## src/rtl/ex_muldiv_seq.sv

```systemverilog
// ex_muldiv_seq: iterative RV32M multiply/divide sequencer beside the EX ALU.
// Runs a 32-step shift-add multiply or restoring divide and stalls EX while busy.
// Ports:
//   clk, rst            core clock, asynchronous active-high reset
//   md_start, md_op     M instruction valid in EX and its funct3 code
//   md_rs1, md_rs2      forwarded operands, sampled on the issue edge
//   md_kill             pipeline flush, aborts any operation in progress
//   md_stall            hold request into the EX stall (combinational from md_start)
//   md_done             one-cycle result-valid pulse
//   md_result           registered result, held until the next done
//   md_busy             high while iterating
module ex_muldiv_seq #(
    parameter int unsigned XLEN = 32
) (
    input  logic            clk,
    input  logic            rst,
    input  logic            md_start,
    input  logic [2:0]      md_op,
    input  logic [XLEN-1:0] md_rs1,
    input  logic [XLEN-1:0] md_rs2,
    input  logic            md_kill,
    output logic            md_stall,
    output logic            md_done,
    output logic [XLEN-1:0] md_result,
    output logic            md_busy
);

    localparam int unsigned CNT_W = $clog2(XLEN);
    localparam int unsigned DW    = 2 * XLEN;

    localparam logic [2:0] OP_MUL    = 3'b000;
    localparam logic [2:0] OP_MULH   = 3'b001;
    localparam logic [2:0] OP_MULHSU = 3'b010;
    localparam logic [2:0] OP_DIV    = 3'b100;
    localparam logic [2:0] OP_DIVU   = 3'b101;
    localparam logic [2:0] OP_REM    = 3'b110;

    localparam logic [CNT_W-1:0] CNT_LAST = CNT_W'(XLEN - 1);
    localparam logic [XLEN-1:0]  INT_MIN  = {1'b1, {(XLEN-1){1'b0}}};
    localparam logic [XLEN-1:0]  ALL_ONES = {XLEN{1'b1}};

    typedef enum logic [1:0] {
        S_IDLE = 2'd0,
        S_CALC = 2'd1,
        S_DONE = 2'd2
    } state_e;

    state_e           state_q, state_d;
    logic [CNT_W-1:0] cnt_q, cnt_d;
    logic [2:0]       op_q, op_d;
    logic             neg_q, neg_d;
    logic [XLEN-1:0]  hi_q, hi_d;       // mul: accumulator, div: partial remainder
    logic [XLEN-1:0]  lo_q, lo_d;       // mul: multiplier/product low, div: dividend/quotient
    logic [XLEN-1:0]  opb_q, opb_d;     // multiplicand or divisor magnitude
    logic [XLEN-1:0]  result_q, result_d;

    // Issue decode on the incoming operands
    logic            issue_c;
    logic            a_signed_c, b_signed_c, a_neg_c, b_neg_c;
    logic            div_zero_c, div_ovf_c;
    logic [XLEN-1:0] mag_a_c, mag_b_c;

    always_comb begin
        issue_c    = (state_q == S_IDLE) && md_start && !md_kill;
        a_signed_c = (md_op == OP_MUL) || (md_op == OP_MULH) || (md_op == OP_MULHSU) ||
                     (md_op == OP_DIV) || (md_op == OP_REM);
        b_signed_c = (md_op == OP_MUL) || (md_op == OP_MULH) ||
                     (md_op == OP_DIV) || (md_op == OP_REM);
        a_neg_c    = a_signed_c && md_rs1[XLEN-1];
        b_neg_c    = b_signed_c && md_rs2[XLEN-1];
        mag_a_c    = a_neg_c ? (XLEN'(0) - md_rs1) : md_rs1;
        mag_b_c    = b_neg_c ? (XLEN'(0) - md_rs2) : md_rs2;
        div_zero_c = md_op[2] && (md_rs2 == '0);
        div_ovf_c  = ((md_op == OP_DIV) || (md_op == OP_REM)) &&
                     (md_rs1 == INT_MIN) && (md_rs2 == ALL_ONES);
    end

    // One iteration step of each algorithm plus the final sign-corrected result
    logic [XLEN:0]   mul_sum_c;
    logic [XLEN-1:0] mul_hi_c, mul_lo_c;
    logic [XLEN:0]   rem_sh_c, div_diff_c;
    logic            div_ge_c;
    logic [XLEN-1:0] div_hi_c, div_lo_c;
    logic [DW-1:0]   prod_c;
    logic [XLEN-1:0] div_sel_c, div_res_c, calc_res_c;

    always_comb begin
        mul_sum_c  = {1'b0, hi_q} + (lo_q[0] ? {1'b0, opb_q} : '0);
        mul_hi_c   = mul_sum_c[XLEN:1];
        mul_lo_c   = {mul_sum_c[0], lo_q[XLEN-1:1]};

        // Partial remainder stays below the divisor, so 33 bits hold the shift and the
        // borrow lands in the top bit of the difference
        rem_sh_c   = {hi_q, lo_q[XLEN-1]};
        div_diff_c = rem_sh_c - {1'b0, opb_q};
        div_ge_c   = !div_diff_c[XLEN];
        div_hi_c   = div_ge_c ? div_diff_c[XLEN-1:0] : rem_sh_c[XLEN-1:0];
        div_lo_c   = {lo_q[XLEN-2:0], div_ge_c};

        prod_c     = {mul_hi_c, mul_lo_c};
        if (neg_q) begin
            prod_c = DW'(0) - prod_c;
        end
        div_sel_c  = op_q[1] ? div_hi_c : div_lo_c;
        div_res_c  = neg_q ? (XLEN'(0) - div_sel_c) : div_sel_c;

        if (op_q[2]) begin
            calc_res_c = div_res_c;
        end else if (op_q == OP_MUL) begin
            calc_res_c = prod_c[XLEN-1:0];
        end else begin
            calc_res_c = prod_c[DW-1:XLEN];
        end
    end

    // State and datapath registers
    always_ff @(posedge clk or posedge rst) begin
        if (rst) begin
            state_q  <= S_IDLE;
            cnt_q    <= '0;
            op_q     <= '0;
            neg_q    <= 1'b0;
            hi_q     <= '0;
            lo_q     <= '0;
            opb_q    <= '0;
            result_q <= '0;
        end else begin
            state_q  <= state_d;
            cnt_q    <= cnt_d;
            op_q     <= op_d;
            neg_q    <= neg_d;
            hi_q     <= hi_d;
            lo_q     <= lo_d;
            opb_q    <= opb_d;
            result_q <= result_d;
        end
    end

    // Next-state logic; a flush wins over everything
    always_comb begin
        state_d = state_q;
        unique case (state_q)
            S_IDLE: begin
                if (issue_c) begin
                    state_d = (div_zero_c || div_ovf_c) ? S_DONE : S_CALC;
                end
            end
            S_CALC: begin
                if (cnt_q == CNT_LAST) begin
                    state_d = S_DONE;
                end
            end
            S_DONE:  state_d = S_IDLE;
            default: state_d = S_IDLE;
        endcase
        if (md_kill) begin
            state_d = S_IDLE;
        end
    end

    // Datapath next values
    always_comb begin
        cnt_d    = cnt_q;
        op_d     = op_q;
        neg_d    = neg_q;
        hi_d     = hi_q;
        lo_d     = lo_q;
        opb_d    = opb_q;
        result_d = result_q;
        if (md_kill) begin
            cnt_d = '0;
        end else begin
            unique case (state_q)
                S_IDLE: begin
                    if (issue_c) begin
                        op_d  = md_op;
                        cnt_d = '0;
                        if (div_zero_c) begin
                            result_d = md_op[1] ? md_rs1 : ALL_ONES;
                        end else if (div_ovf_c) begin
                            result_d = md_op[1] ? '0 : INT_MIN;
                        end else begin
                            hi_d  = '0;
                            lo_d  = mag_a_c;
                            opb_d = mag_b_c;
                            // REM follows the dividend; all others follow the sign product
                            neg_d = (md_op == OP_REM) ? a_neg_c : (a_neg_c ^ b_neg_c);
                        end
                    end
                end
                S_CALC: begin
                    hi_d  = op_q[2] ? div_hi_c : mul_hi_c;
                    lo_d  = op_q[2] ? div_lo_c : mul_lo_c;
                    cnt_d = cnt_q + CNT_W'(1);
                    if (cnt_q == CNT_LAST) begin
                        cnt_d    = '0;
                        result_d = calc_res_c;
                    end
                end
                default: begin
                end
            endcase
        end
    end

    // Outputs: stall is combinational on the issue cycle, the rest decode registered state
    always_comb begin
        md_stall  = !rst && (issue_c || (state_q == S_CALC));
        md_done   = (state_q == S_DONE);
        md_busy   = (state_q == S_CALC);
        md_result = result_q;
    end

endmodule

```

## config.mk

```make
export PLATFORM = sky130hd
export DESIGN_NAME = ex_muldiv_seq
export DESIGN_NICKNAME = d
export VERILOG_FILES = /design/src/rtl/ex_muldiv_seq.sv
export SDC_FILE = /design/constraint.sdc
export NUM_CORES = 1
export LEC_CHECK = 0
export BUFFER_PORTS_ARGS = -buffer_cell sky130_fd_sc_hd__buf_2
export CORE_MARGIN = 2
export CORE_UTILIZATION = 40
export DETAILED_ROUTE_END_ITERATION = 10
export GPL_ROUTABILITY_DRIVEN = 0
export GPL_TIMING_DRIVEN = 0
export PLACE_DENSITY = 0.58
export SETUP_SLACK_MARGIN = 0.4
export SLEW_MARGIN = 0
export SYNTH_ARGS = -nofsm -noshare
export SYNTH_HDL_FRONTEND = slang
export SYNTH_SLANG_ARGS = --single-unit
```

## constraint.sdc

```tcl
create_clock -name clk -period 8.95 [get_ports clk]
set_clock_uncertainty 0.05 [all_clocks]
set_input_delay 0.4475 -clock clk [delete_from_list [all_inputs] [get_ports clk]]
set_output_delay 0.4475 -clock clk [all_outputs]
set_load 0.01 [all_outputs]
```

==> impl_metrics.yaml, run 1 <==
run_status:
  result_of_the_run: "finished, final reports clean"
synth:
  yosys-top-cells-area: "sky130_fd_sc_hd__dfrtp_1 22%, sky130_fd_sc_hd__o21ai_0 7.9%, sky130_fd_sc_hd__nand2_1 7.1%"
  mappedNetlistArea_um2: 15500
  syn_inst: 2120
  yosysSeqAreaShare: 0.224
  dominantRegCellSynth: "sky130_fd_sc_hd__dfrtp_1"
  ys_types: 95
  async_flop_share: 1.00
  post-synth-top-area-fraction: 0.224
  yosysWarningCount: 0
  count_of_flip_flops_with_a_built_in_enable_after_synthesis: 0
  library_cell_with_the_highest_instance_count_after_synthesis: "sky130_fd_sc_hd__nand2_1"
  syn-num-nets: 2264
  postSynthAreaPerCell_um2: 7.32
  synth_top_area_cell: "sky130_fd_sc_hd__dfrtp_1"
  ys_seq_elements: 139
  synth_commonest_cells: "294 x sky130_fd_sc_hd__nand2_1, 246 x sky130_fd_sc_hd__o21ai_0, 149 x sky130_fd_sc_hd__nor2_1"
floorplan:
  fp.dieW_um: 201
  design.die.area_um2: 40400
  die-height_um: 201
  initial_core_util: 0.403
  placementRows: 72
  number_of_primary_i_o_pins: 106
  fp.coreArea_um2: 38500
worst_setup_path:
  cpPeakStageDelay_ns: 0.72
  worst_path_max_delay_cell: "sky130_fd_sc_hd__or4_1"
  crit-reg2reg-launch: "lo_q[31]$_DFFE_PP0P_"
  worst_setup_path_end_kind: "register"
  worst-endpoint-required_ns: 9.19
  worstPathBufferInverterCount: 6
  regToRegSetupSlack_ns: 0.61
  worst_setup_path_start_kind: "register"
  worst_r2r_endpoint: "md_result[26]$_DFFE_PP0P_"
  cpMostUsedCell: "sky130_fd_sc_hd__nor2_1"
  worst_path_dominant_cell_family: "compound AO/OA/AOI/OAI gates"
  worst-setup-path-type: "reg2reg"
  cp_data_arrival_time_ns: 8.58
  worst_r2r_path_depth: 29
  cp_max_fo: 10
run:
  cap_viol_max_count: 0
grt:
  gr-usage-met1: 0.418
  grt.met2_usage: 0.485
  grt_start_max_net_pins: 77
  grtUsageMet3: 0.0513
  antenna_violations_before_repair: 1
  grt_pass1_vias: 16200
  gr-total-overflow: 0
  grt_first_pass_wirelength_um: 96900
  grt_busiest_layer: "met2"
  groute.usage.overall: 0.314
sta:
  fmax_ghz: 0.120
  final_min_period_over_clock_period: 0.932
  fin_setup_tns_ns: 0
  timing_hold_violations_final: 0
  grt_setup_unrepaired: "no"
  maxSlewHeadroom: 0.115
  period_minus_ws_final_ns: 8.34
  setup_violations: 0
  slew_violations: 0
  worstMarginPinSlew_ns: 1.31
layout:
  layout.core_utilization: 0.452
  layout-area-overhead-vs-synth_pct: 12.0
  final_layout_size_suffix_gt1_frac: 0.0855
  nets: 2388
  antenna_cells: 0
  layout.filler_cells: 3963
detailed_routing:
  route.antenna.remaining_nets: 0
  wirelength_um: 64400
  dr_total_vias: 17200
  remaining_drc_errors: 0
  detail_route.iter0.violations: 1835
  firstDrtPassIters: 8
  avgViaCountPerCell: 6.19
  avgRoutedWirePerCell_um: 23.2
clocking:
  buffer_cell_driving_the_clock_tree_root: "sky130_fd_sc_hd__clkbuf_16"
  tritoncts: "built"
  clock_latency_ns: 0.47
  clk_transition_reported_paths_ns: 0.07
  htree_levels: 4
  clock_path_buffers: 2
  cts_buffers: 17
  clock-sinks: 139
  cts_post_setup_buffers_inserted: 0
power:
  powerDensity_nw_per_um2: 237
  leakage_power_nw: 7.20
  vdd_drop_max_mv: 0.128
place:
  numPortBuffers: 104
  hpwl_um: 51700
hold_path:
  hold_path.class: "in2async"
==> layer usage <==
layer | part of all wire | wire (um)
met5 | 0 | 0
met4 | 0.057 | 3690
met3 | 0.098 | 6340
met2 | 0.43 | 27900
met1 | 0.41 | 26400
==> area by class of cell <==
type                    instances  area [um^2]  area share
clock inverters                11          166     0.00958
repair buffers                105          548      0.0315
flip-flops and latches        139         3480       0.200
inverters                      65          249      0.0143
well taps                     518          648      0.0373
plain buffers                 143          563      0.0324
multi-input cells            1773        11300       0.648
clock buffers                  21          470      0.0271
==> timing repair <==
item | in CTS | in global routing
hold buffers | 0 | 0
resized for setup | 2 | 4
setup endpoints to repair | 4 | 4
==> state kept, by name, indices dropped and copies added, names as in the netlist <==
name and flops:
opb_q 32, op_q 3, hi_q 32, state_q 2, md_result 32, cnt_q 5
lo_q 32, neg_q 1
==> cells in the final DEF (no fill, tap or decap), drive strengths merged, types with 8 or more instances in the layout <==
cell type,count
ha,71
o21a,26
a21o,35
a31oi,27
a21oi,141
o21ai,257
dfrtp,139
nand2,295
or3,27
nand3,38
buf,133
nor2,149
o31ai,42
nand2b,17
and2,47
xnor2,108
a221oi,12
nand4,37
xor2,75
nor2b,8
o211ai,32
and3,12
a22o,19
inv,64
o41ai,14
clkbuf,136
o221ai,8
or2,8
nor3,50
mux2,8
a211oi,15
nor4,22
or4,13
mux2i,60
==> cell families (layout without fill, tap and decap cells) <==
| kind of cell | after synthesis | in the layout | synth area share |
|---|---|---|---|
| buffers and inverters | 208 | 345 | 0.0518 |
| and+or+nand+nor | 750 | 750 | 0.231 |
| xor gates and xnor gates | 183 | 183 | 0.103 |
| adders and majority gates | 73 | 73 | 0.0598 |
| DFF | 139 | 139 | 0.224 |
| muxes | 68 | 68 | 0.0445 |
| AOI/OAI and AO/OA | 699 | 699 | 0.286 |
==> metrics by stage <==
step                total power [mW]  hold WS, ns  cells  area [um^2]  setup WS (ns)
CTS                             4.01       0.0588   2775        17400          0.628
floorplan                       2.48        0.408   2120        15500           2.60
detailed placement              3.21        0.416   2743        16700          0.140
global route                    4.34       0.0746   2775        17400          0.456
global placement                3.18        0.398   2742        16700          0.248
finish                          4.11       0.0160   2775        17400          0.609
==> worst max-delay path by stage <==
stage | cells past startpoint | startpoint | end | slack (ns)
3_5_place_dp | 30 | lo_q[31]$_DFFE_PP0P_ | md_result[24]$_DFFE_PP0P_ | 0.14
5_1_grt | 29 | lo_q[31]$_DFFE_PP0P_ | md_result[26]$_DFFE_PP0P_ | 0.46
6_report | 29 | lo_q[31]$_DFFE_PP0P_ | md_result[26]$_DFFE_PP0P_ | 0.61
4_1_cts | 30 | lo_q[31]$_DFFE_PP0P_ | md_result[24]$_DFFE_PP0P_ | 0.63
3_3_place_gp | 30 | lo_q[31]$_DFFE_PP0P_ | md_result[24]$_DFFE_PP0P_ | 0.25
2_1_floorplan | 30 | lo_q[31]$_DFFE_PP0P_ | md_result[28]$_DFFE_PP0P_ | 2.60
==> power breakdown <==
group	internal [mW]	switching (mW)
Sequential	0.729	0.127
Combinational	0.813	1.65
Clock	0.487	0.307
Total	2.03	2.08
Power figures use the tool's default switching activity.
==> run 2: changes to the inputs <==
- PLACE_DENSITY: 0.58 -> default
- PLACE_DENSITY_LB_ADDON: default -> 0.1
==> impl_metrics.yaml, run 2 (synthesized netlist as in run 1, its figures left out) <==
layout:
  multiInputGateArea_um2: 11300
  register_area_um2: 3480
  final_layout_size_suffix_gt1_frac: 0.0860
  nets: 2389
  layout.core_utilization: 0.453
  layout_common_cells: "294 x sky130_fd_sc_hd__nand2_1, 246 x sky130_fd_sc_hd__o21ai_0, 149 x sky130_fd_sc_hd__nor2_1"
  layout.filler_cells: 4015
  layout-area-overhead-vs-synth_pct: 12.3
  final_common_cell: "sky130_fd_sc_hd__nand2_1"
  antenna_cells: 0
  stdcell_count: 2775
worst_setup_path:
  cp_max_fo: 10
  worst_r2r_path_depth: 29
  worst_path_max_delay_cell: "sky130_fd_sc_hd__or4_1"
  worst-endpoint-required_ns: 9.19
  worst_setup_path_end_kind: "register"
  cp_data_arrival_time_ns: 8.44
  worst-setup-path-type: "reg2reg"
  worst_setup_path_start_kind: "register"
  cpMostUsedCell: "sky130_fd_sc_hd__nor2_1"
  cpPeakStageDelay_ns: 0.71
grt:
  grt_pass1_vias: 16200
  gr-total-overflow: 0
  grt_start_max_net_pins: 77
  grt_first_pass_wirelength_um: 98900
  antenna_violations_before_repair: 1
  groute.usage.overall: 0.322
detailed_routing:
  wirelength_um: 66400
  dr_total_vias: 17200
  firstDrtPassIters: 6
  avgViaCountPerCell: 6.20
  detail_route.iter0.violations: 1603
  remaining_drc_errors: 0
  route.antenna.remaining_nets: 0
  avgRoutedWirePerCell_um: 23.9
clocking:
  clk_transition_reported_paths_ns: 0.06
  tritoncts: "built"
  htree_levels: 4
  clock_path_buffers: 2
  cts_buffers: 17
  clock_latency_ns: 0.46
  clock-sinks: 139
  buffer_cell_driving_the_clock_tree_root: "sky130_fd_sc_hd__clkbuf_16"
sta:
  maxSlewHeadroom: 0.193
  final_min_period_over_clock_period: 0.917
  grt_setup_unrepaired: "no"
  slew_violations: 0
  setup_violations: 0
  timing_hold_violations_final: 0
  period_minus_ws_final_ns: 8.20
  worstMarginPinSlew_ns: 1.18
  fmax_ghz: 0.122
power:
  vdd_drop_max_mv: 0.128
  leakage_power_nw: 7.22
  powerDensity_nw_per_um2: 240
floorplan:
  number_of_primary_i_o_pins: 106
  fp.dieW_um: 201
  die-height_um: 201
  initial_core_util: 0.403
  design.die.area_um2: 40400
  fp.coreArea_um2: 38500
  placementRows: 72
place:
  dp.cells: 2743
  hpwl_um: 53300
  numPortBuffers: 104
hold_path:
  hold_path.class: "in2async"
run_status:
  result_of_the_run: "finished, final reports clean"
run:
  cap_viol_max_count: 0
-- run 2: final cells by class --
type                       instances  share of cell area
clock inverter                    12              0.0126
clock buffer                      19              0.0260
tap                              518              0.0372
timing repair buffer             106              0.0319
multi-input combinational       1773               0.646
inverter                          65              0.0143
sequential                       139               0.200
buffer                           143              0.0323
-- run 2: where the power goes --
group / switching [mW] / internal (mW) / leakage, nW / total, mW
logic: 1.66 / 0.813 / 5.09 / 2.47
clock network: 0.310 / 0.534 / 0.325 / 0.844
registers: 0.132 / 0.729 / 1.81 / 0.861
-- run 2: per-stage QoR --
step	instance area [um^2]	power (mW)	hold slack [ns]	setup TNS, ns	worst slack [ns]
finish	17400	4.18	0.0331	0	0.747
global route	17400	4.40	0.0755	0	0.495
CTS	17400	4.08	0.0596	0	0.440
detailed placement	16700	3.23	0.401	-0.0722	-0.0722
global placement	16700	3.20	0.401	0	0.171
floorplan	15500	2.48	0.408	0	2.60
-- run 2: worst paths after layout --
path	endpoint	slack [ns]	startpoint
max in group asynchronous	opb_q[0]$_DFFE_PP0P_	7.98	rst
min in group clk	opb_q[1]$_DFFE_PP0P_	0.23	md_rs2[1]
setup reg to reg	md_result[26]$_DFFE_PP0P_	0.75	lo_q[31]$_DFFE_PP0P_
hold reg to reg	md_result[15]$_DFFE_PP0P_	0.41	md_result[15]$_DFFE_PP0P_
setup / recovery	md_result[26]$_DFFE_PP0P_	0.75	lo_q[31]$_DFFE_PP0P_
hold / removal	md_result[24]$_DFFE_PP0P_	0.03	rst
-- run 2: per-layer routing --
layer | wire [um] | global-route usage | up-vias
met2 | 29600 | 0.518 | 911
met4 | 3390 | 0.161 | 0
met5 | 0 | 0 | -
met3 | 5670 | 0.0456 | 173
li1 | - | - | 7949
met1 | 27700 | 0.424 | 8168
-- run 2: worst max-delay path, delay by kind of cell, from the launching register on --
kind            cells  cell delay (ns)
mux                 1             0.27
flops               1             0.37
fa+ha+maj           3             0.92
simple gates        7             1.85
buf+inv             6             1.54
compound gates     12             3.03
-- run 2: what timing repair did --
item | CTS | global route
setup endpoints to repair | 4 | 4
gates resized for setup | 2 | 4
setup buffers | 0 | 1
hold buffers | 0 | 0
pin swaps | 0 | 1
